==> src/rtl/pipe_ctrl_track.sv <==
// Control-pipeline tracker: carries Decode payloads through STAGES stages with stall/flush, bubbles, cond gate.
// Latency 1 cycle per stage; stall[i] holds stage i, and a stalled predecessor feeds a bubble to an unstalled successor.
// Optional rd scoreboard (busy_rd, hazard_a/b) enabled by PIPE_CTRL_TRACK_SCOREBOARD_EN.
module pipe_ctrl_track #(
  parameter int                STAGES     = 3,
  parameter int                CTRL_W     = 8,
  parameter int                COND_STAGE = 0,
  parameter logic [CTRL_W-1:0] GATE_MASK  = '0
) (
  input  logic                       clk,
  input  logic                       reset,
  input  logic                       valid_d,
  input  logic [CTRL_W-1:0]          ctrl_d,
  input  logic                       wr_d,
  input  logic [3:0]                 rd_d,
  input  logic                       pcwr_d,
  input  logic                       condpass,
  input  logic [STAGES-1:0]          stall,
  input  logic [STAGES-1:0]          flush,
  output logic [STAGES-1:0]          valid_q,
  output logic [STAGES*CTRL_W-1:0]   ctrl_q,
  output logic [STAGES-1:0]          wr_q,
  output logic                       pcwr_pending,
  output logic [15:0]                busy_rd,
  input  logic [3:0]                 src_a,
  input  logic [3:0]                 src_b,
  output logic                       hazard_a,
  output logic                       hazard_b
);

  logic [STAGES-1:0]             stg_valid_q, stg_valid_d;
  logic [STAGES-1:0][CTRL_W-1:0] stg_ctrl_q,  stg_ctrl_d;
  logic [STAGES-1:0]             stg_wr_q,    stg_wr_d;
  logic [STAGES-1:0]             stg_pcwr_q,  stg_pcwr_d;

  logic [STAGES-1:0]             in_valid;
  logic [STAGES-1:0][CTRL_W-1:0] in_ctrl;
  logic [STAGES-1:0]             in_wr;
  logic [STAGES-1:0]             in_pcwr;
  logic [STAGES-1:0]             bubble;

  always_comb begin
    in_valid    = '0;
    in_ctrl     = '0;
    in_wr       = '0;
    in_pcwr     = '0;
    bubble      = '0;
    in_valid[0] = valid_d;
    in_ctrl[0]  = ctrl_d;
    in_wr[0]    = wr_d & valid_d;
    in_pcwr[0]  = pcwr_d & valid_d;
    for (int i = 1; i < STAGES; i++) begin
      in_valid[i] = stg_valid_q[i-1];
      in_ctrl[i]  = stg_ctrl_q[i-1];
      in_wr[i]    = stg_wr_q[i-1];
      in_pcwr[i]  = stg_pcwr_q[i-1];
      bubble[i]   = stall[i-1] & ~stall[i];
    end
    // Failed condition kills side effects on the way out of the condition stage.
    if (!condpass) begin
      in_wr[COND_STAGE+1]   = 1'b0;
      in_pcwr[COND_STAGE+1] = 1'b0;
      in_ctrl[COND_STAGE+1] = in_ctrl[COND_STAGE+1] & ~GATE_MASK;
    end

    stg_valid_d = stg_valid_q;
    stg_ctrl_d  = stg_ctrl_q;
    stg_wr_d    = stg_wr_q;
    stg_pcwr_d  = stg_pcwr_q;
    for (int i = 0; i < STAGES; i++) begin
      if (flush[i] || (!stall[i] && bubble[i])) begin
        stg_valid_d[i] = 1'b0;
        stg_ctrl_d[i]  = '0;
        stg_wr_d[i]    = 1'b0;
        stg_pcwr_d[i]  = 1'b0;
      end else if (!stall[i]) begin
        stg_valid_d[i] = in_valid[i];
        stg_ctrl_d[i]  = in_ctrl[i];
        stg_wr_d[i]    = in_wr[i];
        stg_pcwr_d[i]  = in_pcwr[i];
      end
    end
  end

  always_ff @(posedge clk or negedge reset) begin
    if (!reset) begin
      stg_valid_q <= '0;
      stg_ctrl_q  <= '0;
      stg_wr_q    <= '0;
      stg_pcwr_q  <= '0;
    end else begin
      stg_valid_q <= stg_valid_d;
      stg_ctrl_q  <= stg_ctrl_d;
      stg_wr_q    <= stg_wr_d;
      stg_pcwr_q  <= stg_pcwr_d;
    end
  end

  assign valid_q      = stg_valid_q;
  assign ctrl_q       = stg_ctrl_q;
  assign wr_q         = stg_wr_q;
  assign pcwr_pending = (pcwr_d & valid_d) | (|stg_pcwr_q);

`ifdef PIPE_CTRL_TRACK_SCOREBOARD_EN
  logic [STAGES-1:0][3:0] stg_rd_q, stg_rd_d;
  logic [15:0]            busy;

  always_comb begin
    stg_rd_d = stg_rd_q;
    for (int i = 0; i < STAGES; i++) begin
      if (flush[i] || (!stall[i] && bubble[i])) begin
        stg_rd_d[i] = 4'd0;
      end else if (!stall[i]) begin
        stg_rd_d[i] = (i == 0) ? rd_d : stg_rd_q[(i == 0) ? 0 : i-1];
      end
    end
  end

  always_ff @(posedge clk or negedge reset) begin
    if (!reset) begin
      stg_rd_q <= '0;
    end else begin
      stg_rd_q <= stg_rd_d;
    end
  end

  // Last stage is excluded: its result is forwarded from the write port.
  always_comb begin
    busy = '0;
    for (int i = 0; i < STAGES-1; i++) begin
      if (stg_valid_q[i] && stg_wr_q[i]) busy[stg_rd_q[i]] = 1'b1;
    end
  end

  assign busy_rd  = busy;
  assign hazard_a = busy[src_a];
  assign hazard_b = busy[src_b];
`else
  logic unused_sb;
  assign unused_sb = ^{rd_d, src_a, src_b};
  assign busy_rd   = 16'h0000;
  assign hazard_a  = 1'b0;
  assign hazard_b  = 1'b0;
`endif

endmodule

==> config.mk <==
export PLATFORM = sky130hd
export DESIGN_NAME = pipe_ctrl_track
export DESIGN_NICKNAME = d
export VERILOG_FILES = /design/src/rtl/pipe_ctrl_track.sv
export SDC_FILE = /design/constraint.sdc
export NUM_CORES = 1
export LEC_CHECK = 0
export ABC_CLOCK_PERIOD_IN_PS = 1100
export CAP_MARGIN = 20
export CORE_AREA = 3 3 68 70
export DETAILED_ROUTE_END_ITERATION = 10
export DIE_AREA = 0 0 71 73
export GPL_TIMING_DRIVEN = 1
export PLACE_DENSITY = 0.85
export RECOVER_POWER = 25
export SLEW_MARGIN = 20
export SYNTH_ARGS = -nofsm -noshare
export SYNTH_HDL_FRONTEND = slang
export SYNTH_SLANG_ARGS = --single-unit
==> constraint.sdc <==
create_clock -name clk -period 1.1 [get_ports clk]
set_clock_uncertainty 0.1 [all_clocks]
set_input_delay 0.22 -clock clk [delete_from_list [all_inputs] [get_ports clk]]
set_output_delay 0.22 -clock clk [all_outputs]
set_load 0.01 [all_outputs]
==> results of run 1 <==
[synthesized netlist by cell type]
library cell and n:
dfrtp_1 33, a21oi_1 24, nand2_1 24, buf_4 18, or3b_1 18, mux2i_1 9
nor2_1 9, buf_2 4, buf_6 3, clkbuf_1 3, nand3b_1 2, nand4bb_1 2
or3b_2 2, a2111o_1 1, conb_1 1
[power by group through the flow]
| stage | registers (µW) | clock network [µW] | logic, µW |
|---|---|---|---|
| 2_1_floorplan | 1300 | 0 | 186 |
| 5_1_grt | 1270 | 972 | 498 |
| 3_5_place_dp | 1280 | 0 | 429 |
| 4_1_cts | 1260 | 904 | 449 |
| 3_3_place_gp | 1280 | 0 | 422 |
| 6_report | 1260 | 884 | 462 |
[registers in the layout, summed over array words and instances (netlist names)]
| name | cells |
|---|---|
| ctrl_q | 24 |
| wr_q | 3 |
| valid_q | 3 |
| stg_pcwr_q | 3 |
[through the flow]
stage | util | setup TNS (ps) | hold slack (ps)
after floorplan | - | 0 | -175.6
after global placement | 0.5907 | -16100 | 413.9
after detailed placement | 0.5907 | -16770 | 418.5
after CTS | 0.6078 | -1688 | 200.1
after global routing | 0.6255 | -3306 | 384.9
final | 0.6255 | -1599 | 343.9
[cell type report]
type,instances,share of cell area
clock buffers,6,0.02880
multi-input cells,109,0.2746
repair buffers,101,0.3401
clock inverters,2,0.003972
well taps,50,0.02483
flip-flops and latches,33,0.3277
[worst max-delay path, stage by stage, from the launching register on]
cell and delay [ps]:
dfrtp_1 390, a2111o_1 380, buf_2 140
[final timing paths]
path                          startpoint            to  slack (ps)
hold / removal                     reset     ctrl_q[9]         340
setup / recovery           stg_pcwr_q[0]  pcwr_pending        -410
setup reg to reg               ctrl_q[2]    ctrl_q[10]         -70
min in group clk                stall[1]    ctrl_q[20]         380
max in group asynchronous          reset     ctrl_q[1]         240
hold reg to reg               ctrl_q[20]    ctrl_q[20]         440
[layer usage]
metal | track usage | vias up | wire length (µm)
li1 | - | 679 | -
met1 | 0.1793 | 663 | 1686
met2 | 0.2853 | 38 | 2297
met3 | 0.03581 | 5 | 201
met4 | 0.07933 | 0 | 68
met5 | 0 | - | 0
[cells by family (layout without fill, tap and decap cells)]
| group | after synthesis | after routing | share of synthesized area |
|---|---|---|---|
| AO/OA/AOI/OAI | 25 | 25 | 0.08274 |
| buffers and inverters | 28 | 109 | 0.1261 |
| flip-flops | 33 | 33 | 0.5201 |
| multiplexers | 9 | 9 | 0.05674 |
| other | 1 | 18 | 0.002362 |
| AND/OR/NAND/NOR | 57 | 57 | 0.2120 |
[timing repair]
item                       4_1_cts  5_1_grt
setup endpoints to repair       64       51
pin swaps                       18        1
hold endpoints to repair         0        0
gates cloned                     3        0
buffers inserted                 8        2
resized for setup              139       18
==> summary.md, run 1 <==
| Metric | Value |
|---|---|
| Max-cap violations | 0 |
| Total power | 2608 µW |
| Warnings from Yosys | 0 |
| Setup WS post-layout | -412.2 ps |
| First-pass GRT wire length | roughly 6300 µm |
| Nets | about 280 |
| Combinational share of power | 0.177 |
| CTS Hold Bufs | 0 |
| Required time of the critical path | 780 ps |
| Shortest period the worst path allows | about 1500 ps |
| Synth top area share | 0.5201 |
| Starting density of the core | 0.3941 |
| Die H | 73 µm |
| DRT Pass-1 Iters | 4 |
| Total power per unit cell area | 1035 nW/µm² |
| CTS tree | done |
| DP Cell Count | 280 |
| Die W | ~70 µm |
| Worst VDD drop | around 700 µV |
| Worst Path Arrival | ~1200 ps |
| Row cnt | 23 |
| Most frequent cells in the layout | buf_4 (36), dfrtp_1 (33), buf_2 (29) |
| Dpl ws | -740.4 ps |
| Vias per std cell | 4.601 |
| Port-buffer cells | 50 |
| Total core area | around 4000 µm² |
| CTS Buf Count | 5 |
| Multi-input gate area | 691.9 µm² |
| Cell Area, Placed | approximately 2400 µm² |
| Routed wire per std cell | 14.13 µm |
| Cell Area, Synth | 1588 µm² |
| CTS Sinks | 33 |
| Crit start category | flop |
| Clock transition at the registers of the reported paths | 70 ps |
| Hold WC Path Type | in -> async |
| Leading post-synthesis cells by cell area | dfrtp_1 (52%), or3b_1 (9.9%), buf_4 (8.5%) |
| Cells after synthesis | 153 |
| RePlAce Congestion | a little over 0.8 |
| Fillers | 330 |
| Sw Share | 0.2590 |
| Pint | 1933 µW |
| Crit path max fanout | 2 |
| Endpoints failing setup | 42 |
| Clock tree buffer depth | 2 |
| Unrepaired setup endpoints after global routing | true |
| H-tree levels | 2 |
| Finished Layout Cells | approximately 300 |
| Root buffer cell | clkbuf_8 |
| #FFs+latches synth | 33 |
| Part of the cycle the worst path needs | 1.375 |
| Initial antenna violation count | 0 |
| Hpwl dp | 2746 µm |
| Die ar. | slightly above 5000 µm² |
| Leak Pwr | 0.001268 µW |
| Status | finished, violations left |
| Post-route ant nets | 0 |
| Endpoints failing hold | 0 |
| Post-Syn Area per Cell | slightly above 10 µm² |
| Number of global-route vias before repair | approximately 1300 |
| Seq pwr share | 0.484 |
| Post-synthesis sequential area ratio | 0.5201 |
| Count of different cell masters after synthesis | 15 |
| Largest net degree at the start of global routing | 34 |
| Routed wire length | approximately 4300 µm |
| Crit Path Category | reg -> out |
| Final Instance Area | about 2500 µm² |
| Peak Freq | 0.6613 GHz |
| Setup crit end kind | output port |
| Violated checks | setup timing |
| DRC | 0 |
| Yosys top cell by area | dfrtp_1 |
| Worst-Skew Late Latency | a little under 300 ps |
| Worst Reg-to-Reg Cells | 3 |
| Vias post-DR | 1385 |
| Area Growth Syn to Fin | 58.71% |
| Clock power share | 0.339 |
| FF/Latch Area | slightly above 800 µm² |
| I/O Pins | 81 |
| Share of layout cells above drive strength 1 | 0.4382 |
| Tot GR Track Use | 0.1598 |
| Antenna cell count | 0 |
| Slew Limit Fails | 0 |
| Commonest non-fill, non-tap cell in the layout | buf_4 |
| 1st-iter DRT viols | 86 |
| Net Sw Power | ~680 µW |
| Overflow after GRT | 0 |
Note: power is estimated with default switching activity, not from simulation.
==> run 2: changes to the inputs <==
--- a/config.mk
+++ b/config.mk
@@ -5,7 +5,7 @@
 export SDC_FILE = /design/constraint.sdc
 export NUM_CORES = 1
 export LEC_CHECK = 0
-export ABC_CLOCK_PERIOD_IN_PS = 1100
+export ABC_CLOCK_PERIOD_IN_PS = 1500
 export CAP_MARGIN = 20
 export CORE_AREA = 3 3 68 70
 export DETAILED_ROUTE_END_ITERATION = 10
==> constraint.sdc (replaced) <==
create_clock -name clk -period 1.5 [get_ports clk]
set_clock_uncertainty 0.1 [all_clocks]
set_input_delay 0.3 -clock clk [delete_from_list [all_inputs] [get_ports clk]]
set_output_delay 0.3 -clock clk [all_outputs]
set_load 0.01 [all_outputs]
==> run 2 against run 1 <==
Net effect: the run still ends with setup timing left; sequential power down 26%; sequential share of layout area grew 5.4 points; cell count down 12%; total power decreased by 31%; global-route usage shrank 2.5 points; core utilization down 8.8 points; register-to-register slack improved by 440 ps; wire length down 23%; critical path depth stayed put; count of clock-buffer cells in the layout grew 1; worst setup slack improved by 320 ps; highest routed layer unchanged; first-iteration DRC count shrank 51%.
==> summary.md, run 2 (synthesis results as in run 1) <==
| Metric | Value |
|---|---|
| Worst-Skew Late Latency | 270 ps (was 290 ps) |
| CTS Buf Count | 5 (unchanged) |
| R2R setup slack | 370 ps (was -70 ps) |
| Die ar. | 5183 µm² (unchanged) |
| Crit Path Category | reg -> out (unchanged) |
| Setup bufs post-CTS | 0 (was 8) |
| Worst Path Arrival | 1200 ps (was 1190 ps) |
| Max FFs per register | 24 (unchanged) |
| Setup WS post-layout | -95.21 ps (was -412.2 ps) |
| Antenna cell count | 0 (unchanged) |
| Starting density of the core | 0.3941 (unchanged) |
| Crit start category | flop (unchanged) |
| Required time of the critical path | 1100 ps (was 780 ps) |
| Cell Area, Placed | 2140 µm² (was 2380 µm²) |
| RePlAce Congestion | 0.8151 (was 0.8256) |
| Total core area | 4029 µm² (unchanged) |
| Root buffer cell | clkbuf_8 (unchanged) |
| Share of layout cells above drive strength 1 | 0.1121 (was 0.4382) |
| Vias post-DR | 1224 (was 1385) |
| Die W | 71 µm (unchanged) |
| Die H | 73 µm (unchanged) |
| Shortest period the worst path allows | about 1600 ps |
| Status | finished, violations left (unchanged) |
| Total power per unit cell area | 834.9 nW/µm² (was 1035 nW/µm²) |
| Tot GR Track Use | 0.1349 (was 0.1598) |
| CTS tree | done (unchanged) |
| Clock tree buffer depth | 2 (unchanged) |
| Worst VDD drop | 313.5 µV (was 701.9 µV) |
| Crit path max fanout | 3 (was 2) |
| Hpwl dp | 2619 µm (was 2746 µm) |
| Area Growth Syn to Fin | 36.41% (was 58.71%) |
| Finished Layout Cells | 264 (was 301) |
| 1st-iter DRT viols | 42 (was 86) |
| Violated checks | setup timing (unchanged) |
| Fillers | 404 (was 330) |
| Total power | 1808 µW (was 2608 µW) |
| Endpoints failing hold | 0 (unchanged) |
| Multi-input gate area | 625.6 µm² (was 691.9 µm²) |
| I/O Pins | 81 (unchanged) |
| Part of the cycle the worst path needs | 1.063 |
| Max-cap violations | 0 (unchanged) |
| Vias per std cell | 4.636 (was 4.601) |
| First-pass GRT wire length | 5368 µm (was 6334 µm) |
| Commonest non-fill, non-tap cell in the layout | dfrtp_1 (was buf_4) |
| Leak Pwr | 0.001093 µW (was 0.001268 µW) |
| Dpl ws | -512.4 ps (was -740.4 ps) |
| Row cnt | 23 (unchanged) |
| Final Instance Area | 2166 µm² (was 2520 µm²) |
| Clock transition at the registers of the reported paths | 60 ps (was 70 ps) |
| Routed wire length | 3286 µm (was 4253 µm) |
| Slew Limit Fails | 0 (unchanged) |
| Initial antenna violation count | 0 (unchanged) |
| DRT Pass-1 Iters | 4 (unchanged) |
| Largest net degree at the start of global routing | 34 (unchanged) |
| Most frequent cells in the layout | dfrtp_1 (33), dlygate4sd2_1 (32), nand2_1 (24), a21oi_1 (24) (was buf_4 (36), dfrtp_1 (33), buf_2 (29)) |
| Hold WC Path Type | in -> reg (was in -> async) |
| Unrepaired setup endpoints after global routing | true (unchanged) |
| Slew @ Worst Pin | between 700 and 800 ps |
| DP Cell Count | 257 (was 280) |
| Routed wire per std cell | 12.45 µm (was 14.13 µm) |
| Peak Freq | between 0.6 and 0.7 GHz |
| H-tree levels | 2 (unchanged) |
| DRC | 0 (unchanged) |
| CTS Sinks | 33 (unchanged) |
| Worst slew margin | 0.4910 |
| FF/Latch Area | 825.8 µm² (unchanged) |
| Endpoints failing setup | 1 (was 42) |
| Setup crit end kind | output port (unchanged) |
| Post-route ant nets | 0 (unchanged) |
| Overflow after GRT | 0 (unchanged) |
| CTS Hold Bufs | 0 (unchanged) |
| Number of global-route vias before repair | 1172 (was 1315) |
| Nets | 246 (was 282) |
| Port-buffer cells | 50 (unchanged) |
## run 2: cell type report
class	instances	area share
sequential	33	0.3813
multi-input combinational	109	0.2889
timing repair buffer	65	0.2611
clock buffer	7	0.03986
tap	50	0.02889
## run 2: where the power goes
group          total (µW)  switching (µW)  internal (µW)  leakage, µW
combinational         237             122            115     0.000596
clock                 643             279            363    0.0000443
sequential            929            16.0            913     0.000453
total                1810             418           1390      0.00109
## run 2: stage by stage
stage	util	hold WS (ps)	TNS, ps
final	0.5376	367.0	-95.21
after global routing	0.5376	378.8	-143.9
after CTS	0.5413	297.5	-118.6
after detailed placement	0.5311	421.8	-4569
after global placement	0.5311	416.3	-4136
after floorplan	-	-95.59	0
## run 2: critical path: stages (launching register included)
cell and delay [ps]:
dfrtp_1 400, a2111o_1 380, buf_2 140
## run 2: metal layers
metal | vias to the layer above | routed length [µm] | track usage
met5 | - | 0 | 0
met4 | 0 | 110 | 0.09186
met3 | 10 | 206 | 0.03444
met2 | 43 | 1719 | 0.2276
met1 | 566 | 1249 | 0.1497
li1 | 605 | - | -
## run 2: worst paths after layout
check / from / end / cells past startpoint
worst max-delay path: stg_pcwr_q[1] / pcwr_pending / 2
worst min-delay path: pcwr_d / stg_pcwr_q[0] / 3
worst max register to register: ctrl_q[15] / ctrl_q[23] / 2
worst min register to register: ctrl_q[16] / ctrl_q[16] / 2
max in group asynchronous: reset / ctrl_q[5] / 2
min in group asynchronous: reset / ctrl_q[19] / 2
## run 2: what timing repair did
item	4_1_cts	5_1_grt
endpoints found under the setup margin	31	1
pin swaps	1	0
resized for setup	36	0
==> run 3: changes to the inputs <==
--- a/config.mk
+++ b/config.mk
@@ -11,8 +11,10 @@
 export DETAILED_ROUTE_END_ITERATION = 10
 export DIE_AREA = 0 0 71 73
 export GPL_TIMING_DRIVEN = 1
+export MAX_ROUTING_LAYER = met4
 export PLACE_DENSITY = 0.85
 export RECOVER_POWER = 25
+export SETUP_SLACK_MARGIN = 0.2
 export SLEW_MARGIN = 20
 export SYNTH_ARGS = -nofsm -noshare
 export SYNTH_HDL_FRONTEND = slang
==> run 3 against run 2 <==
Net effect: the run still ends with setup timing left; global-route usage rose by 0.91 points; via count rose by 3.8%; first-iteration DRC count down 12%; hold slack worse by 1.0 ps; total power rose by 0.66%; clock power about the same; die area unchanged; register-to-register slack lost 80 ps; maximum frequency fell by 0.26%; combinational power is 6% higher; largest power group unchanged.
==> summary.md, run 3 (synthesis results as in run 1) <==
| Metric | Value |
|---|---|
| Die H | 73 µm (unchanged) |
| Max FFs per register | 24 (unchanged) |
| Commonest non-fill, non-tap cell in the layout | dfrtp_1 (unchanged) |
| DRC | 0 (unchanged) |
| Endpoints failing setup | 1 (unchanged) |
| Post-route ant nets | 0 (unchanged) |
| Peak Freq | 0.6252 GHz (was 0.6269 GHz) |
| DP Cell Count | 257 (unchanged) |
| Row cnt | 23 (unchanged) |
| H-tree levels | 2 (unchanged) |
| Routed wire per std cell | 12.46 µm (was 12.45 µm) |
| RePlAce Congestion | 0.8272 (was 0.8151) |
| Required time of the critical path | 1100 ps (about the same) |
| DRT Pass-1 Iters | 4 (unchanged) |
| Die W | 71 µm (unchanged) |
| Crit Path Category | reg -> out (unchanged) |
| Unrepaired setup endpoints after global routing | true (unchanged) |
| Antenna cell count | 0 (unchanged) |
| Clock transition at the registers of the reported paths | 60 ps (about the same) |
| Status | finished, violations left (unchanged) |
| Setup_tns | -99.41 ps (was -95.21 ps) |
| Worst reg2reg path startpoint | ctrl_q[4] (was ctrl_q[15]) |
| Initial antenna violation count | 0 (unchanged) |
| Area Growth Syn to Fin | 36.41% (unchanged) |
| Port-buffer cells | 50 (unchanged) |
| First-pass GRT wire length | 5554 µm (was 5368 µm) |
| Hold Crit Start | pcwr_d (unchanged) |
| Setup crit end kind | output port (unchanged) |
| Root buffer cell | clkbuf_8 (unchanged) |
| Leak Pwr | 0.001099 µW (was 0.001093 µW) |
| CTS Sinks | 33 (unchanged) |
| Part of the cycle the worst path needs | 1.066 (was 1.063) |
| Hpwl dp | 2619 µm (unchanged) |
| Slew Limit Fails | 0 (unchanged) |
| Starting density of the core | 0.3941 (unchanged) |
| Overflow after GRT | 0 (unchanged) |
| 1st-iter DRT viols | 37 (was 42) |
| Total core area | 4029 µm² (unchanged) |
| Routed wire length | 3475 µm (was 3286 µm) |
| Vias post-DR | 1271 (was 1224) |
| Most frequent cells in the layout | dfrtp_1 (33), buf_4 (28), buf_2 (25) (was dfrtp_1 (33), dlygate4sd2_1 (32), nand2_1 (24), a21oi_1 (24)) |
| Critical Path Start | stg_pcwr_q[1] (unchanged) |
| Slew @ Worst Pin | 769.8 ps (was 763.5 ps) |
| Hold WC Path Type | in -> reg (unchanged) |
| CTS Hold Bufs | 0 (unchanged) |
| Shortest period the worst path allows | 1599 ps (was 1595 ps) |
| CTS Buf Count | 5 (unchanged) |
| Number of global-route vias before repair | 1216 (was 1172) |
| Share of layout cells above drive strength 1 | 0.3013 (was 0.1121) |
| Violated checks | setup timing (unchanged) |
| Clock tree buffer depth | 2 (unchanged) |
| Finished Layout Cells | 279 (was 264) |
| Vias per std cell | 4.556 (was 4.636) |
| Nets | 261 (was 246) |
| Setup WS post-layout | -99.41 ps (was -95.21 ps) |
| Die ar. | 5183 µm² (unchanged) |
| Fillers | 413 (was 404) |
| Worst slew margin | 0.4868 (was 0.4910) |
| Total power per unit cell area | 840.4 nW/µm² (was 834.9 nW/µm²) |
| Crit path max fanout | 3 (unchanged) |
| Endpoints failing hold | 0 (unchanged) |
| Total power | 1820 µW (was 1808 µW) |
| Crit start category | flop (unchanged) |
| Worst-Skew Late Latency | 270 ps (about the same) |
| Worst VDD drop | 311.5 µV (was 313.5 µV) |
| Largest net degree at the start of global routing | 34 (unchanged) |
| Max-cap violations | 0 (unchanged) |
| Tot GR Track Use | 0.1441 (was 0.1349) |
| Worst Path Arrival | 1200 ps (about the same) |
| I/O Pins | 81 (unchanged) |
| CTS tree | done (unchanged) |
## run 3: cell types whose count changed in the layout (fill, tap and decap cells not counted)
| cell | delta |
|---|---|
| buf_4 | +14 |
| clkdlybuf4s50_1 | -3 |
| buf_6 | +1 |
| dlygate4sd2_1 | -27 |
| clkbuf_2 | +6 |
| buf_2 | +24 |
## run 3: per-stage QoR
stage	area [µm²]	hold WS [ps]	worst slack, ps	utilization
finish	2166	366.0	-99.41	0.5376
global route	2166	378.8	-143.9	0.5376
CTS	2245	297.5	-118.6	0.5571
detailed placement	2140	421.8	-512.4	0.5311
global placement	2140	416.3	-495.7	0.5311
floorplan	1652	-95.59	318.8	-
## run 3: area by class of cell
cell class	instances	area (µm²)	share of cell area
Timing Repair Buffer	80	565.5	0.2611
Sequential cell	33	825.8	0.3813
Multi-Input combinational cell	109	625.6	0.2889
Tap cell	50	62.56	0.02889
Clock buffer	7	86.33	0.03986
## run 3: where the power goes
| group | internal, µW | switching [µW] |
|---|---|---|
| logic | 122 | 130 |
| registers | 912 | 14.2 |
| clock network | 363 | 279 |
## run 3: critical path, stage by stage, from the launching register on
cell and delay [ps]:
dfrtp_1 400, a2111o_1 380, buf_2 140
## run 3: worst paths after layout
check	endpoint	slack, ps	cells after the start
max	pcwr_pending	-100	2
min	stg_pcwr_q[0]	370	3
max reg2reg	ctrl_q[12]	290	4
min reg2reg	ctrl_q[18]	430	2
max in group asynchronous	ctrl_q[11]	270	2
min in group asynchronous	ctrl_q[20]	540	2
## run 3: metal layers
| layer | up-vias | global-route usage | wire (µm) |
|---|---|---|---|
| li1 | 633 | - | - |
| met1 | 587 | 0.1559 | 1338 |
| met2 | 41 | 0.2379 | 1818 |
| met3 | 10 | 0.03444 | 207 |
| met4 | 0 | 0.09186 | 110 |
| met5 | - | - | 0 |
## run 3: repair_timing
item | CTS | global route
resized for setup | 109 | 15
setup endpoints to repair | 55 | 16
setup buffers | 12 | 3
pin swaps | 1 | 0
gates cloned | 0 | 0
